**src/rtl/line_fill_ctrl.sv**
```systemverilog
// Line-fill engine: on a cache miss, reads one aligned line as NW sequential
// 32-bit words, assembles it, and strobes m_done if the cache still wants it.
module line_fill_ctrl #(
  parameter int LW = 512,
  parameter int CW = 16
) (
  input  logic          clk,
  input  logic          rst,
  input  logic          m_start,
  input  logic [31:0]   m_addr,
  output logic [LW-1:0] m_data,
  output logic          m_done,
  output logic          mem_rd,
  output logic [31:0]   mem_addr,
  input  logic [31:0]   mem_rdata,
  input  logic          mem_ready,
  output logic [CW-1:0] fill_cnt,
  output logic [CW-1:0] disc_cnt
);

  localparam int NW  = LW / 32;
  localparam int OFW = $clog2(LW / 8);
  localparam int BW  = $clog2(NW);
  localparam logic [BW-1:0] LAST_BEAT = BW'(NW - 1);

  typedef enum logic [1:0] {
    IDLE  = 2'd0,
    FETCH = 2'd1,
    DONE  = 2'd2
  } state_e;

  state_e          state_q, state_d;
  logic [BW-1:0]   beat_q, beat_d;
  logic [31-OFW:0] tag_q, tag_d;
  logic [LW-1:0]   data_q, data_d;
  logic [CW-1:0]   fill_cnt_q, fill_cnt_d;
  logic [CW-1:0]   disc_cnt_q, disc_cnt_d;
  logic            qualified;
  logic            unused_addr_lo;

  assign unused_addr_lo = ^m_addr[OFW-1:0];

  // A finished line is only delivered if the cache is still asking for that same line.
  assign qualified = m_start && (m_addr[31:OFW] == tag_q);

  always_comb begin
    state_d    = state_q;
    beat_d     = beat_q;
    tag_d      = tag_q;
    data_d     = data_q;
    fill_cnt_d = fill_cnt_q;
    disc_cnt_d = disc_cnt_q;
    m_done     = 1'b0;
    mem_rd     = 1'b0;
    case (state_q)
      IDLE: begin
        if (m_start) begin
          tag_d   = m_addr[31:OFW];
          beat_d  = '0;
          state_d = FETCH;
        end
      end
      FETCH: begin
        mem_rd = 1'b1;
        if (mem_ready) begin
          data_d[32*beat_q +: 32] = mem_rdata;
          if (beat_q == LAST_BEAT) begin
            state_d = DONE;
          end else begin
            beat_d = beat_q + 1'b1;
          end
        end
      end
      DONE: begin
        state_d = IDLE;
        if (qualified) begin
          m_done     = 1'b1;
          fill_cnt_d = fill_cnt_q + 1'b1;
        end else begin
          disc_cnt_d = disc_cnt_q + 1'b1;
        end
      end
      default: state_d = IDLE;
    endcase
  end

  always_ff @(posedge clk) begin
    if (rst) begin
      state_q    <= IDLE;
      beat_q     <= '0;
      tag_q      <= '0;
      data_q     <= '0;
      fill_cnt_q <= '0;
      disc_cnt_q <= '0;
    end else begin
      state_q    <= state_d;
      beat_q     <= beat_d;
      tag_q      <= tag_d;
      data_q     <= data_d;
      fill_cnt_q <= fill_cnt_d;
      disc_cnt_q <= disc_cnt_d;
    end
  end

  // Line offset bits of the word address are exactly the beat index and the byte lane.
  assign mem_addr = {tag_q, beat_q, 2'b00};
  assign m_data   = data_q;
  assign fill_cnt = fill_cnt_q;
  assign disc_cnt = disc_cnt_q;

endmodule
```
**config.mk**
```make
export PLATFORM = sky130hd
export DESIGN_NAME = line_fill_ctrl
export DESIGN_NICKNAME = d
export VERILOG_FILES = /design/src/rtl/line_fill_ctrl.sv
export SDC_FILE = /design/constraint.sdc
export NUM_CORES = 1
export LEC_CHECK = 0
export BUFFER_PORTS_ARGS = -buffer_cell sky130_fd_sc_hd__buf_4
export CAP_MARGIN = 20
export CORE_AREA = 2 2 249 251
export CTS_CLUSTER_DIAMETER = 60
export DETAILED_ROUTE_END_ITERATION = 6
export DIE_AREA = 0 0 251 253
export PLACE_DENSITY = 0.67
export SYNTH_ARGS = -nofsm -noshare
export SYNTH_HDL_FRONTEND = slang
export SYNTH_SLANG_ARGS = --single-unit
```
**constraint.sdc**
```tcl
create_clock -name clk -period 7.1 [get_ports clk]
set_input_delay 1.065 -clock clk [delete_from_list [all_inputs] [get_ports clk]]
set_output_delay 1.065 -clock clk [all_outputs]
set_load 0.1 [all_outputs]
```
==> flow_results.xml, run 1 <==
<?xml version="1.0" encoding="UTF-8"?>
<metrics>
  <group name="global_routing">
    <metric name="overflow_left_after_global_routing" unit="">0</metric>
    <metric name="groute.usage.overall" unit="">0.278</metric>
    <metric name="grt_start_max_net_pins" unit="">177</metric>
    <metric name="gr-max-usage-layer" unit="">met2</metric>
    <metric name="grt_util_met1" unit="">0.355</metric>
    <metric name="antenna_found_initial" unit="">0</metric>
    <metric name="first_global_vias" unit="">19756</metric>
    <metric name="grt_use_met2" unit="">0.443</metric>
    <metric name="grt_use_met3" unit="">0.0779</metric>
    <metric name="wire_length_of_the_first_global_routing_pass" unit="µm">134000</metric>
  </group>
  <group name="drt">
    <metric name="remaining_routing_drc_violations" unit="">0</metric>
    <metric name="postRouteWirelength" unit="µm">93400</metric>
    <metric name="drt.antenna.violating_nets" unit="">0</metric>
    <metric name="routed_via_density" unit="">5.40</metric>
    <metric name="vias" unit="">22268</metric>
    <metric name="detail_route.first_pass.iterations" unit="">7</metric>
    <metric name="initialDrtViolationCount" unit="">1962</metric>
    <metric name="wl_per_instance" unit="µm">22.6</metric>
  </group>
  <group name="setup_path">
    <metric name="cp.required" unit="ps">7610</metric>
    <metric name="crit_fanout" unit="">40</metric>
    <metric name="critPathLaunchType" unit="">flop</metric>
    <metric name="criticalPathCategory" unit="">reg -&gt; reg</metric>
    <metric name="endpoint_kind" unit="">flop</metric>
    <metric name="timing.critical_path.cells" unit="">buf_4 &gt; inv_1 &gt; ha_1 &gt; nand2_1 &gt; or3_1 &gt; or2_2 &gt; or3_1 &gt; a21oi_1</metric>
    <metric name="worst-endpoint-arrival" unit="ps">4450</metric>
    <metric name="critPathMostFrequentCell" unit="">sky130_fd_sc_hd__or3_1</metric>
    <metric name="crit_path_max_incr_delay" unit="ps">730</metric>
    <metric name="slowest_library_cell_on_the_worst_path" unit="">sky130_fd_sc_hd__dfxtp_1</metric>
    <metric name="worstRegToRegCells" unit="">8</metric>
  </group>
  <group name="power">
    <metric name="irDropWorstVdd" unit="mV">0.185</metric>
    <metric name="power_per_cell_area" unit="nW/µm²">244</metric>
    <metric name="power" unit="mW">7.23</metric>
    <metric name="p_leak" unit="nW">11.2</metric>
  </group>
  <group name="min_path">
    <metric name="timing.hold.worst.class" unit="">reg -&gt; reg</metric>
    <metric name="whs_path_depth" unit="">2</metric>
  </group>
  <group name="clock_network">
    <metric name="cts_resized" unit="">0</metric>
    <metric name="post_cts_buffers" unit="">0</metric>
    <metric name="clkSlewWorstSetupHoldPaths" unit="ps">60</metric>
    <metric name="cts_hold_buffers" unit="">0</metric>
    <metric name="cts_made_buffers" unit="">68</metric>
    <metric name="cts-root-buf" unit="">sky130_fd_sc_hd__clkbuf_16</metric>
    <metric name="cts_sinks" unit="">576</metric>
    <metric name="tritoncts" unit="">yes</metric>
    <metric name="htree_num_levels" unit="">3</metric>
    <metric name="cts_buffer_depth" unit="">3</metric>
    <metric name="clkLatencyLatePin" unit="ps">600</metric>
  </group>
  <group name="synthesis">
    <metric name="synth.cell_area" unit="µm²">22300</metric>
    <metric name="syn_inst" unit="">2838</metric>
    <metric name="ys.warnings.count" unit="">0</metric>
    <metric name="synthFlopType" unit="">sky130_fd_sc_hd__dfxtp_1</metric>
    <metric name="compound_gate_portion_of_the_synthesized_area" unit="">0.126</metric>
    <metric name="post_synth_fa_ha_maj_area_fraction" unit="">0.00281</metric>
    <metric name="muxShareOfSynthArea" unit="">0.0156</metric>
    <metric name="synth-xor-area-share" unit="">0.0125</metric>
    <metric name="synth_simple_gate_area_share" unit="">0.271</metric>
    <metric name="ffs_latches_synth" unit="">576</metric>
    <metric name="yosys.cell_types.count" unit="">41</metric>
    <metric name="async_reset_ff_frac" unit="">0</metric>
    <metric name="synth.avg_cell_area" unit="µm²">7.85</metric>
    <metric name="synth_edf_count" unit="">0</metric>
    <metric name="combinational_family_with_the_most_area_after_synthesis" unit="">simple AND/OR/NAND/NOR gates</metric>
    <metric name="synth_sequential_area_ratio" unit="">0.517</metric>
  </group>
  <group name="floorplan">
    <metric name="die_height" unit="µm">253</metric>
    <metric name="die_x" unit="µm">251</metric>
    <metric name="die_area" unit="µm²">63500</metric>
    <metric name="start_util" unit="">0.365</metric>
    <metric name="boundaryPins" unit="">646</metric>
    <metric name="coreArea" unit="µm²">61000</metric>
    <metric name="core.rowCount" unit="">91</metric>
  </group>
  <group name="sta">
    <metric name="setup_repair_after_global_routing_missed_its_margin" unit="">no</metric>
    <metric name="min_period" unit="ps">3940</metric>
    <metric name="final.setup.tns" unit="ps">0</metric>
    <metric name="timing.final.crit_share" unit="">0.555</metric>
    <metric name="hold-worst-slack" unit="ps">449</metric>
    <metric name="final-max-slew-violation-count" unit="">0</metric>
    <metric name="max_freq" unit="MHz">254</metric>
    <metric name="final_worst_setup_slack" unit="ps">3160</metric>
    <metric name="timing_worst_slew_pin_value" unit="ps">1080</metric>
    <metric name="worst_slew_margin" unit="">0.282</metric>
    <metric name="timing_hold_violations_final" unit="">0</metric>
    <metric name="finalClockSkew" unit="ps">21.4</metric>
    <metric name="setup_viol" unit="">0</metric>
  </group>
  <group name="final_layout">
    <metric name="layout_filler_cell_count" unit="">6015</metric>
    <metric name="finalInstanceArea" unit="µm²">29600</metric>
    <metric name="final_layout_size_suffix_gt1_frac" unit="">0.257</metric>
    <metric name="fin_nets" unit="">3360</metric>
    <metric name="most_frequent_cells_in_the_layout" unit="">sky130_fd_sc_hd__buf_4, sky130_fd_sc_hd__nand2_1, sky130_fd_sc_hd__dfxtp_1, sky130_fd_sc_hd__a21oi_1, sky130_fd_sc_hd__nand3_1</metric>
    <metric name="mostFrequentLayoutCell" unit="">sky130_fd_sc_hd__buf_4</metric>
    <metric name="flow.area_growth_from_synthesis" unit="%">33.0</metric>
    <metric name="fin_cells" unit="">4127</metric>
    <metric name="final_util" unit="">0.486</metric>
    <metric name="multiInputGateArea" unit="µm²">9650</metric>
    <metric name="area.sequential" unit="µm²">11500</metric>
  </group>
  <group name="flow_run">
    <metric name="drv_cap" unit="">0</metric>
  </group>
  <group name="outcome">
    <metric name="run_status" unit="">finished, final reports clean</metric>
  </group>
  <group name="placement">
    <metric name="placement_setup_slack" unit="ps">3220</metric>
    <metric name="placedCellCount" unit="">4004</metric>
    <metric name="post-dp-hpwl" unit="µm">60000</metric>
    <metric name="detailed_place.area" unit="µm²">27300</metric>
    <metric name="port-buffer-count" unit="">637</metric>
    <metric name="gp_congestion" unit="">0.860</metric>
  </group>
</metrics>
state kept, by name, indices dropped and copies added, names as in the netlist:
name / flops
beat_q: 4
tag_q: 26
disc_cnt: 16
fill_cnt: 16
state_q: 2
m_data: 512
cells in the mapped netlist, types with 2 or more instances:
library cell / instances / area share
sky130_fd_sc_hd__nor2_1: 58 / 0.0098
sky130_fd_sc_hd__dfxtp_1: 576 / 0.52
sky130_fd_sc_hd__nand2_1: 595 / 0.10
sky130_fd_sc_hd__nor3_1: 27 / 0.0061
sky130_fd_sc_hd__buf_4: 2 / 0.00067
sky130_fd_sc_hd__buf_1: 2 / 0.00034
sky130_fd_sc_hd__and2_1: 15 / 0.0042
sky130_fd_sc_hd__or2_2: 2 / 0.00056
sky130_fd_sc_hd__xnor2_1: 30 / 0.012
sky130_fd_sc_hd__a21oi_1: 554 / 0.12
sky130_fd_sc_hd__nor4_2: 3 / 0.0017
sky130_fd_sc_hd__or2_1: 2 / 0.00056
sky130_fd_sc_hd__nand3_1: 504 / 0.11
sky130_fd_sc_hd__or4_1: 2 / 0.00067
sky130_fd_sc_hd__ha_1: 5 / 0.0028
sky130_fd_sc_hd__mux2i_1: 2 / 0.00090
sky130_fd_sc_hd__inv_1: 5 / 0.00084
sky130_fd_sc_hd__o21ai_0: 2 / 0.00045
sky130_fd_sc_hd__nand4_1: 25 / 0.0070
sky130_fd_sc_hd__nor2b_1: 33 / 0.0093
sky130_fd_sc_hd__clkbuf_1: 267 / 0.045
sky130_fd_sc_hd__or3_1: 25 / 0.0070
sky130_fd_sc_hd__buf_2: 35 / 0.0079
sky130_fd_sc_hd__mux2_2: 29 / 0.015
sky130_fd_sc_hd__and4_1: 2 / 0.00079
sky130_fd_sc_hd__and3_1: 11 / 0.0031
sky130_fd_sc_hd__nor4_1: 4 / 0.0011
sky130_fd_sc_hd__nand2b_1: 8 / 0.0022
critical path: cells and delay by family, from the launching register on:
family | cells | cell delay [ps]
flip-flops | 1 | 730
buffers and inverters | 2 | 410
adder cells (fa/ha/maj) | 1 | 610
AO/OA/AOI/OAI | 1 | 140
AND/OR/NAND/NOR | 4 | 1960
layout make-up:
cell class	instances	share of cell area
Multi-Input combinational cell	1952	0.326
Inverter	5	0.000633
Clock buffer	101	0.0691
Antenna cell	1	0.0000844
Tap cell	790	0.0333
Sequential cell	576	0.389
Timing Repair Buffer	684	0.176
Clock inverter	18	0.00608
report_power, final:
group          switching, mW  total (mW)  leakage [nW]  internal (mW)
logic                  0.388       0.479          5.47         0.0910
registers             0.0152        3.26          4.64           3.25
clock network           1.44        3.48          1.10           2.05
layer usage:
metal / share of wire / vias to the layer above / wire length, µm
met2: 0.46 / 1043 / 43300
met4: 0.036 / 0 / 3340
met1: 0.41 / 10575 / 37900
met5: 0 / - / 0
li1: - / 10463 / -
met3: 0.093 / 187 / 8730
logic make-up after synthesis:
| kind of cell | Yosys count |
|---|---|
| fa+ha+maj | 5 |
| buf+inv | 311 |
| simple gates | 1324 |
| xor+xnor | 31 |
| flops | 576 |
| mux | 31 |
| other cells | 1 |
| compound gates | 559 |
path summary, 6_finish.rpt:
kind                                   from  slack, ps          end
worst max-delay path              beat_q[0]       3160  m_data[161]
worst min-delay path            m_data[137]        450  m_data[137]
worst max register to register    beat_q[0]       3160  m_data[161]
worst min register to register  m_data[137]        450  m_data[137]
No activity file was read; power rests on OpenSTA's default activity.
==> run 2: changes to the inputs <==
--- a/config.mk
+++ b/config.mk
@@ -11,7 +11,7 @@
 export CTS_CLUSTER_DIAMETER = 60
 export DETAILED_ROUTE_END_ITERATION = 6
 export DIE_AREA = 0 0 251 253
-export PLACE_DENSITY = 0.67
+export PLACE_DENSITY = 0.69
 export SYNTH_ARGS = -nofsm -noshare
 export SYNTH_HDL_FRONTEND = slang
 export SYNTH_SLANG_ARGS = --single-unit
==> constraint.sdc (replaced) <==
create_clock -name clk -period 3.43 [get_ports clk]
set_input_delay 0.5145 -clock clk [delete_from_list [all_inputs] [get_ports clk]]
set_output_delay 0.5145 -clock clk [all_outputs]
set_load 0.1 [all_outputs]
==> flow_results.xml, run 2 (synthesized netlist as in run 1, its figures left out) <==
<?xml version="1.0" encoding="UTF-8"?>
<metrics>
  <group name="drt">
    <metric name="drt.antenna.violating_nets" unit="">0</metric>
    <metric name="initialDrtViolationCount" unit="">2105</metric>
    <metric name="routed_via_density" unit="">5.46</metric>
    <metric name="detail_route.first_pass.iterations" unit="">5</metric>
    <metric name="remaining_routing_drc_violations" unit="">0</metric>
    <metric name="wl_per_instance" unit="µm">22.6</metric>
    <metric name="vias" unit="">22679</metric>
    <metric name="postRouteWirelength" unit="µm">94000</metric>
  </group>
  <group name="power">
    <metric name="power_per_cell_area" unit="nW/µm²">500</metric>
    <metric name="p_leak" unit="nW">11.3</metric>
    <metric name="irDropWorstVdd" unit="mV">0.378</metric>
  </group>
  <group name="min_path">
    <metric name="whs_path_depth" unit="">3</metric>
    <metric name="timing.hold.worst.class" unit="">in -&gt; reg</metric>
    <metric name="holdCritStartpoint" unit="">m_addr[20]</metric>
  </group>
  <group name="final_layout">
    <metric name="largest_register_ffs" unit="">512</metric>
    <metric name="fin_nets" unit="">3387</metric>
    <metric name="most_frequent_cells_in_the_layout" unit="">sky130_fd_sc_hd__buf_4, sky130_fd_sc_hd__nand2_1, sky130_fd_sc_hd__dfxtp_1, sky130_fd_sc_hd__a21oi_1, sky130_fd_sc_hd__nand3_1</metric>
    <metric name="fin_cells" unit="">4154</metric>
    <metric name="final_layout_size_suffix_gt1_frac" unit="">0.263</metric>
    <metric name="n_antenna_cell" unit="">0</metric>
    <metric name="flow.area_growth_from_synthesis" unit="%">33.8</metric>
    <metric name="mostFrequentLayoutCell" unit="">sky130_fd_sc_hd__buf_4</metric>
  </group>
  <group name="setup_path">
    <metric name="cp.required" unit="ps">3940</metric>
    <metric name="capture_point_of_the_worst_reg_to_reg_path" unit="">m_data[264]</metric>
    <metric name="worstRegToRegCells" unit="">9</metric>
    <metric name="crit_path_start" unit="">beat_q[0]</metric>
    <metric name="worst-endpoint-arrival" unit="ps">3730</metric>
    <metric name="worstReg2RegStart" unit="">beat_q[0]</metric>
    <metric name="critPathLaunchType" unit="">flop</metric>
    <metric name="criticalPathCategory" unit="">reg -&gt; reg</metric>
    <metric name="crit_fanout" unit="">32</metric>
    <metric name="reg2reg_setup_slack" unit="ps">210</metric>
    <metric name="endpoint_kind" unit="">flop</metric>
    <metric name="critical_path.endpoint" unit="">m_data[264]</metric>
  </group>
  <group name="placement">
    <metric name="post-dp-hpwl" unit="µm">61600</metric>
    <metric name="port-buffer-count" unit="">637</metric>
    <metric name="gp_congestion" unit="">0.905</metric>
    <metric name="placedCellCount" unit="">4036</metric>
  </group>
  <group name="global_routing">
    <metric name="wire_length_of_the_first_global_routing_pass" unit="µm">135000</metric>
    <metric name="grt_start_max_net_pins" unit="">108</metric>
    <metric name="antenna_found_initial" unit="">4</metric>
    <metric name="first_global_vias" unit="">20265</metric>
    <metric name="overflow_left_after_global_routing" unit="">0</metric>
    <metric name="groute.usage.overall" unit="">0.280</metric>
  </group>
  <group name="outcome">
    <metric name="run_status" unit="">finished, final reports clean</metric>
  </group>
  <group name="sta">
    <metric name="final.setup.tns" unit="ps">0</metric>
    <metric name="setup_repair_after_global_routing_missed_its_margin" unit="">no</metric>
    <metric name="timing_hold_violations_final" unit="">0</metric>
    <metric name="finalClockSkew" unit="ps">30.2</metric>
    <metric name="timing_worst_slew_pin_value" unit="ps">1050</metric>
    <metric name="final-max-slew-violation-count" unit="">0</metric>
    <metric name="max_freq" unit="MHz">311</metric>
    <metric name="setup_viol" unit="">0</metric>
    <metric name="timing.final.crit_share" unit="">0.939</metric>
    <metric name="min_period" unit="ps">3220</metric>
    <metric name="worst_slew_margin" unit="">0.299</metric>
    <metric name="hold-worst-slack" unit="ps">183</metric>
  </group>
  <group name="floorplan">
    <metric name="boundaryPins" unit="">646</metric>
    <metric name="die_x" unit="µm">251</metric>
    <metric name="die_height" unit="µm">253</metric>
    <metric name="core.rowCount" unit="">91</metric>
    <metric name="die_area" unit="µm²">63500</metric>
    <metric name="coreArea" unit="µm²">61000</metric>
    <metric name="start_util" unit="">0.365</metric>
  </group>
  <group name="clock_network">
    <metric name="tritoncts" unit="">yes</metric>
    <metric name="cts_made_buffers" unit="">66</metric>
    <metric name="post_cts_buffers" unit="">0</metric>
    <metric name="clkSlewWorstSetupHoldPaths" unit="ps">60</metric>
    <metric name="cts_hold_buffers" unit="">0</metric>
    <metric name="cts-root-buf" unit="">sky130_fd_sc_hd__clkbuf_16</metric>
    <metric name="htree_num_levels" unit="">3</metric>
    <metric name="clkLatencyLatePin" unit="ps">600</metric>
    <metric name="cts_buffer_depth" unit="">3</metric>
    <metric name="cts_resized" unit="">0</metric>
    <metric name="cts_sinks" unit="">576</metric>
  </group>
  <group name="flow_run">
    <metric name="drv_cap" unit="">0</metric>
  </group>
</metrics>
## run 2: power by group
group	total, mW	internal, mW	switching, mW
clock network	7.15	4.20	2.95
registers	6.75	6.72	0.0312
logic	1.01	0.199	0.811
total	14.9	11.1	3.79
## run 2: worst max-delay path, stage by stage, from the launching register on
cell,delay (ps)
sky130_fd_sc_hd__dfxtp_1,600
sky130_fd_sc_hd__inv_1,150
sky130_fd_sc_hd__ha_1,430
sky130_fd_sc_hd__buf_4,210
sky130_fd_sc_hd__inv_1,170
sky130_fd_sc_hd__nand3_1,440
sky130_fd_sc_hd__nor3_2,340
sky130_fd_sc_hd__buf_4,440
sky130_fd_sc_hd__nand3_1,150
sky130_fd_sc_hd__a21oi_1,180
## run 2: cell type report
class / count / area [µm²]
Fill cell: 5914 / 31200
Sequential cell: 576 / 11500
Multi-Input combinational cell: 1952 / 9660
Timing Repair Buffer: 713 / 5440
Clock buffer: 97 / 1950
Tap cell: 790 / 988
Clock inverter: 21 / 248
Inverter: 5 / 18.8
## run 2: metal layers
metal / up-vias / track usage / wire length, µm
li1: 10522 / - / -
met1: 10805 / 0.366 / 38300
met2: 1113 / 0.434 / 42500
met3: 237 / 0.0776 / 9000
met4: 2 / 0.117 / 4170
met5: - / 0 / 13
## run 2: metrics by stage
| step | total power [mW] | util | area [µm²] | setup slack [ps] |
|---|---|---|---|---|
| after floorplan | 7.51 | - | 22300 | 191 |
| after global placement | 7.90 | 0.453 | 27600 | 311 |
| after detailed placement | 7.90 | 0.453 | 27600 | 286 |
| after CTS | 15.0 | 0.489 | 29800 | 258 |
| after global routing | 15.3 | 0.489 | 29800 | 55.9 |
| final | 14.9 | 0.489 | 29800 | 209 |
## run 2: how the worst min path moves through the flow
stage	to	slack, ps
3_3_place_gp	m_data[297]	440
6_report	tag_q[14]	180
3_5_place_dp	m_data[344]	440
2_1_floorplan	disc_cnt[1]	570
4_1_cts	tag_q[16]	150
5_1_grt	tag_q[21]	160
